<file path="src/rtl/uart_pkg.sv">
// Shared UART transmit definitions: baud table, frame-format encodings and FSM states.
// Imported by uart_baud_gen and uart_tx_engine so the encodings live in one place.
package uart_pkg;

    localparam int BAUD_TABLE [8] = '{9600, 19200, 38400, 57600,
                                      115200, 230400, 460800, 921600};

    localparam logic [1:0] LEN_5 = 2'b00;
    localparam logic [1:0] LEN_6 = 2'b01;
    localparam logic [1:0] LEN_7 = 2'b10;
    localparam logic [1:0] LEN_8 = 2'b11;

    localparam logic [1:0] PAR_NONE     = 2'b00;
    localparam logic [1:0] PAR_ODD      = 2'b01;
    localparam logic [1:0] PAR_EVEN     = 2'b10;
    localparam logic [1:0] PAR_NONE_ALT = 2'b11;

    localparam logic STOP_1 = 1'b0;
    localparam logic STOP_2 = 1'b1;

    typedef enum logic [2:0] {
        ST_IDLE   = 3'd0,
        ST_START  = 3'd1,
        ST_DATA   = 3'd2,
        ST_PARITY = 3'd3,
        ST_STOP   = 3'd4
    } tx_state_t;

    function automatic logic [3:0] data_bits(input logic [1:0] len);
        return 4'd5 + {2'b00, len};
    endfunction

    function automatic logic parity_enabled(input logic [1:0] par);
        return (par == PAR_ODD) || (par == PAR_EVEN);
    endfunction

endpackage

</file>
<file path="src/rtl/uart_baud_gen.sv">
// Bit-period timer: divisor latched from the baud table on restart, tick on the last cycle of each period.
// Tick is combinational from the count register; no backpressure, counter idles at 0 while disabled.
module uart_baud_gen
    import uart_pkg::*;
#(
    parameter int INTERNAL_CLK = 125_000_000
) (
    input  logic       clk,
    input  logic       rst,
    input  logic [2:0] baud_sel,
    input  logic       restart,
    input  logic       en,
    output logic       tick
);

    localparam int CNT_W = $clog2(INTERNAL_CLK / BAUD_TABLE[0] + 1);

    logic [CNT_W-1:0] div_tab [8];
    logic [CNT_W-1:0] div_q;
    logic [CNT_W-1:0] cnt;

    // Rates the clock cannot reach are pinned to the fastest legal divisor of 2;
    // a clock too slow even for the lowest rate is refused outright.
    for (genvar g = 0; g < 8; g++) begin : g_tab
        localparam int D = INTERNAL_CLK / BAUD_TABLE[g];
        if (g == 0 && D < 2) begin : g_too_slow
            $error("uart_baud_gen: INTERNAL_CLK too low, divisor below 2");
        end
        assign div_tab[g] = CNT_W'((D < 2) ? 2 : D);
    end

    assign tick = en && (cnt == (div_q - CNT_W'(1)));

    always_ff @(posedge clk or posedge rst) begin
        if (rst) begin
            cnt   <= '0;
            div_q <= '0;
        end else if (restart) begin
            cnt   <= '0;
            div_q <= div_tab[baud_sel];
        end else if (!en || tick) begin
            cnt <= '0;
        end else begin
            cnt <= cnt + CNT_W'(1);
        end
    end

endmodule

</file>
<file path="src/rtl/uart_tx_engine.sv">
// UART transmitter: tx low one cycle after accept, ready again the cycle after the last stop bit.
// Optional line break behind UART_TX_BREAK_EN; backpressure via registered tx_data_rdy (IDLE only).
module uart_tx_engine
    import uart_pkg::*;
#(
    parameter int INTERNAL_CLK = 125_000_000,
    parameter int DATA_W       = 8
) (
    input  logic              clk,
    input  logic              rst,
    input  logic [2:0]        baud_mux_tx,
    input  logic [1:0]        data_len_tx,
    input  logic              stop_len_tx,
    input  logic [1:0]        parity_tx,
    input  logic [DATA_W-1:0] tx_data,
    input  logic              tx_data_vld,
`ifdef UART_TX_BREAK_EN
    input  logic              tx_break,
`endif
    output logic              tx_data_rdy,
    output logic              tx,
    output logic              tx_busy
);

    tx_state_t         state;
    logic [DATA_W-1:0] shreg;
    logic [3:0]        bits_left;
    logic              par_en;
    logic              par_bit;
    logic              stop2;
    logic              stop_second;
    logic              accept;
    logic              tick;
    logic              idle_level;
    logic [3:0]        nbits;
    logic [DATA_W-1:0] masked;

`ifdef UART_TX_BREAK_EN
    assign accept     = tx_data_vld && tx_data_rdy && !tx_break;
    assign idle_level = !tx_break;
`else
    assign accept     = tx_data_vld && tx_data_rdy;
    assign idle_level = 1'b1;
`endif

    always_comb begin
        nbits  = data_bits(data_len_tx);
        masked = '0;
        for (int i = 0; i < DATA_W; i++) begin
            if (i < int'(nbits)) masked[i] = tx_data[i];
        end
    end

    uart_baud_gen #(
        .INTERNAL_CLK(INTERNAL_CLK)
    ) u_baud (
        .clk     (clk),
        .rst     (rst),
        .baud_sel(baud_mux_tx),
        .restart (accept),
        .en      (tx_busy),
        .tick    (tick)
    );

    always_ff @(posedge clk or posedge rst) begin
        if (rst) begin
            state       <= ST_IDLE;
            tx          <= 1'b1;
            tx_data_rdy <= 1'b0;
            tx_busy     <= 1'b0;
            shreg       <= '0;
            bits_left   <= '0;
            par_en      <= 1'b0;
            par_bit     <= 1'b0;
            stop2       <= 1'b0;
            stop_second <= 1'b0;
        end else begin
            case (state)
                ST_IDLE: begin
                    if (accept) begin
                        state       <= ST_START;
                        tx          <= 1'b0;
                        tx_data_rdy <= 1'b0;
                        tx_busy     <= 1'b1;
                        shreg       <= masked;
                        bits_left   <= nbits - 4'd1;
                        par_en      <= parity_enabled(parity_tx);
                        par_bit     <= (parity_tx == PAR_ODD) ? ~(^masked) : ^masked;
                        stop2       <= (stop_len_tx == STOP_2);
                        stop_second <= 1'b0;
                    end else begin
                        tx          <= idle_level;
                        tx_data_rdy <= idle_level;
                    end
                end
                ST_START: begin
                    if (tick) begin
                        state <= ST_DATA;
                        tx    <= shreg[0];
                        shreg <= shreg >> 1;
                    end
                end
                ST_DATA: begin
                    if (tick) begin
                        if (bits_left == 4'd0) begin
                            state <= par_en ? ST_PARITY : ST_STOP;
                            tx    <= par_en ? par_bit : 1'b1;
                        end else begin
                            bits_left <= bits_left - 4'd1;
                            tx        <= shreg[0];
                            shreg     <= shreg >> 1;
                        end
                    end
                end
                ST_PARITY: begin
                    if (tick) begin
                        state <= ST_STOP;
                        tx    <= 1'b1;
                    end
                end
                ST_STOP: begin
                    // A second stop period reuses the same state; a pending break only shows once back in IDLE.
                    if (tick) begin
                        if (stop2 && !stop_second) begin
                            stop_second <= 1'b1;
                        end else begin
                            state       <= ST_IDLE;
                            tx_busy     <= 1'b0;
                            tx          <= idle_level;
                            tx_data_rdy <= idle_level;
                        end
                    end
                end
                default: begin
                    state   <= ST_IDLE;
                    tx      <= 1'b1;
                    tx_busy <= 1'b0;
                end
            endcase
        end
    end

endmodule

</file>
<file path="config.mk">
export PLATFORM = sky130hd
export DESIGN_NAME = uart_tx_engine
export DESIGN_NICKNAME = d
export VERILOG_FILES = /design/src/rtl/uart_pkg.sv /design/src/rtl/uart_baud_gen.sv /design/src/rtl/uart_tx_engine.sv
export SDC_FILE = /design/constraint.sdc
export NUM_CORES = 1
export LEC_CHECK = 0
export CAP_MARGIN = 20
export CELL_PAD_IN_SITES_DETAIL_PLACEMENT = 1
export CELL_PAD_IN_SITES_GLOBAL_PLACEMENT = 1
export CORE_MARGIN = 1.5
export CORE_UTILIZATION = 30
export DETAILED_ROUTE_END_ITERATION = 16
export GPL_TIMING_DRIVEN = 0
export PLACE_DENSITY_LB_ADDON = 0.1
export SLEW_MARGIN = 0
export SYNTH_ARGS = -nofsm -noshare
export SYNTH_HDL_FRONTEND = slang
export SYNTH_HIERARCHICAL = 1
export SYNTH_SLANG_ARGS = --single-unit
</file>
<file path="constraint.sdc">
create_clock -name clk -period 3.75 [get_ports clk]
set_input_delay 0.375 -clock clk [delete_from_list [all_inputs] [get_ports clk]]
set_output_delay 0.375 -clock clk [all_outputs]
set_load 0.02 [all_outputs]
</file>
==> impl_metrics.yaml <==
global_route:
  grt_pass1_wl_microns: 13100
  grt_max_degree: 23
  first_global_vias: 2548
  antenna_found_initial: 0
  grt_overflow_total: 0
  track_usage_pct: 14.8
setup_path:
  rrSetupSlack_ps: 290
  path_buf_inv: 3
  cp-end-kind: "flop"
  reg2reg_from: "u_baud/div_q[7]"
  crit_chain: "clkbuf_2 -> nor4_1 -> xnor2_1 -> nand4_1 -> a211oi_1 -> and4_1 -> buf_6 -> and2_2 -> buf_2 -> nand2_2 -> or3_1 -> a31oi_4 -> mux2_2"
  required_ps: 3950
  worstSetupPathType: "reg2reg"
  cp-endpoint: "shreg[1]"
  max_stage_delay_ps: 380
  slowest_stage: "dfrtp_1"
  worst_setup_path_start_kind: "flop"
  r2r_end: "shreg[1]"
  startpoint: "u_baud/div_q[7]"
  critical_path_cell_count: 13
  worstRegToRegCells: 13
  cp_max_fo: 8
  crit_arrival_ps: 3660
  cp_top_family: "simple AND/OR/NAND/NOR gates"
clock_network:
  cts-root-buf: "clkbuf_8"
  cts_tree: "yes"
  cts.sinks: 50
  htreeDepth: 2
  post_cts_buffers: 0
  worstSkewPairLatency_ps: 320
  ctsHoldBuffers: 0
  ctsResizeCount: 0
  clkSlewWorstSetupHoldPaths_ps: 100
  cts_buffers: 5
  cts_max_path_buffers: 2
synth:
  ys_types: 65
  synth.avg_cell_area_sq_um: 9.79
  synth_edf_count: 0
  synth.most_common_cell: "dfrtp_1"
  ys_ff_latch: 50
  synth_warnings: 6
  synth_cells: 325
  synth_common_cells: "49 x dfrtp_1, 26 x nand2_1, 23 x xnor2_1"
  syn_nets: 348
  netlist.area_leader.share_pct: 38.5
  synth_area_leader_cell: "dfrtp_1"
  synth_area_leaders: "dfrtp_1 39%, mux2_2 6.7%, xnor2_1 6.3%"
  ys.flop_type: "dfrtp_1"
  syn_area_sq_mm: 0.00318
  async_reset_ff_share_pct: 100
  ys_seq_area_share_pct: 39.3
timing:
  fin_hold_ws_ps: 431
  max_freq_mhz: 289
  hold_viol_final: 0
  drv_slew: 0
  relSlewSlack_pct: 39.6
  worst_slew_pin_slew_ps: 905
  finalClockSkew_ps: 10.2
  setup_viol: 0
  min_period_ps: 3460
  period_share_pct: 92.3
  rsz0062_at_grt: "no"
  finalSetupTns_ps: 0
  worst_slack_ps: 287
die:
  core_sq_mm: 0.0103
  dieArea_sq_mm: 0.0112
  io-pin-count: 22
  die_w_microns: 106
  initial_core_util_pct: 30.8
  die_h_microns: 106
  num_rows: 37
power:
  peakVddDrop_mv: 0.198
  power_density_mw_per_mm2: 501
  power_leakage_nw: 1.51
  p_total_mw: 1.84
worst_hold_path:
  worstHoldPathType: "in2async"
detailed_routing:
  drc_errors: 0
  via_count: 2413
  wl_per_cell_microns: 15.6
  antenna_left: 0
  via_per_inst: 4.94
  routed_wl_microns: 7630
  firstDrtPassIters: 4
  drt-initial-drc-count: 47
layout:
  drive_above_1_share_pct: 16.8
  n_antenna_cell: 0
  finalNonFillerCells: 488
  fin_util_pct: 35.6
  area_growth_pct: 15.3
  finalNetCount: 374
  fill_cells: 1186
  final_area_sq_mm: 0.00367
place:
  placed_area_sq_mm: 0.00356
  dp_hpwl_microns: 5770
  place_inst: 480
  place_congestion: 0.754
  preCtsSetupSlack_ps: 297
  io_buffers: 18
run_status:
  status: "finished, final reports clean"
job:
  drv_cap: 0
==> cells in the final DEF, fill, tap and decap left out, types with 3 or more instances in the layout <==
cell             Yosys  final
a21oi_1             11     11
a31oi_1              3      3
and3_1               5      5
buf_2                3      3
buf_6                4      4
clkbuf_1             7      8
clkbuf_8             0      5
clkdlybuf4s50_1      0     18
dfrtp_1             49     49
ha_1                 4      4
inv_1               17     17
mux2_2              19     19
mux2i_1              3      3
nand2_1             26     26
nand2b_1             3      3
nand3_1              7      7
nand3b_1             3      3
nand4_1              4      4
nor2_1              21     21
nor2b_1              3      3
nor3_1               9      9
nor3_2               9      9
nor4_1               5      5
o211ai_1             4      4
o21ai_0             15     15
or3_1                3      3
xnor2_1             23     23
xor2_1              16     16
==> worst reg2reg max path: stages (launching register included) <==
cell      delay, ps
dfrtp_1         380
clkbuf_2        170
nor4_1          350
xnor2_1         170
nand4_1         110
a211oi_1        270
and4_1          260
buf_6           140
and2_2          140
buf_2           180
nand2_2         110
or3_1           370
a31oi_4         340
mux2_2          390
==> power breakdown <==
| part | switching, mW | total (mW) | internal (mW) | leakage, nW |
|---|---|---|---|---|
| logic | 0.315 | 0.632 | 0.317 | 0.842 |
| registers | 0.130 | 0.807 | 0.677 | 0.619 |
| clock network | 0.202 | 0.402 | 0.200 | 0.0514 |
==> metal layers <==
layer	share of wire (%)	up-vias	track usage, %
li1	-	1183	-
met2	51	21	26.5
met5	0	-	0
met1	46	1201	18.3
met4	1.1	0	4.25
met3	1.7	8	2.27
==> registers in the layout, indices dropped and copies added (netlist names) <==
signal	cells
par_bit	1
tx_data_rdy	1
u_baud/div_q	14
stop2	1
tx_busy	1
stop_second	1
shreg	8
par_en	1
tx	1
state	3
bits_left	4
u_baud/cnt	14
==> worst min-delay path by stage <==
stage	slack, ps	depth (start not counted)	to	start
5_1_grt	480	2	u_baud/cnt[0]	rst
3_3_place_gp	470	1	stop_second	stop_second
4_1_cts	450	2	u_baud/cnt[0]	rst
6_report	430	2	u_baud/cnt[0]	rst
3_5_place_dp	470	2	par_bit	par_bit
2_1_floorplan	360	1	bits_left[0]	rst
==> cell type report <==
type	instances	area [sq um]	area share, %
multi-input cells	239	1740	47.4
flip-flops and latches	50	1250	34.1
repair buffers	19	208	5.66
well taps	136	170	4.64
plain buffers	19	126	3.44
clock buffers	6	72.6	1.98
inverters	17	63.8	1.74
clock inverters	2	37.5	1.02
==> kinds of logic (layout without fill, tap and decap cells) <==
| family | count (synthesis) | in the layout | synth area share (%) |
|---|---|---|---|
| compound gates | 58 | 58 | 12.5 |
| xor+xnor | 40 | 40 | 11.4 |
| fa+ha+maj | 4 | 4 | 1.57 |
| buf+inv | 36 | 63 | 5.97 |
| flops | 50 | 50 | 39.3 |
| mux | 22 | 22 | 7.67 |
| simple gates | 115 | 115 | 21.5 |
Power figures use the tool's default switching activity.
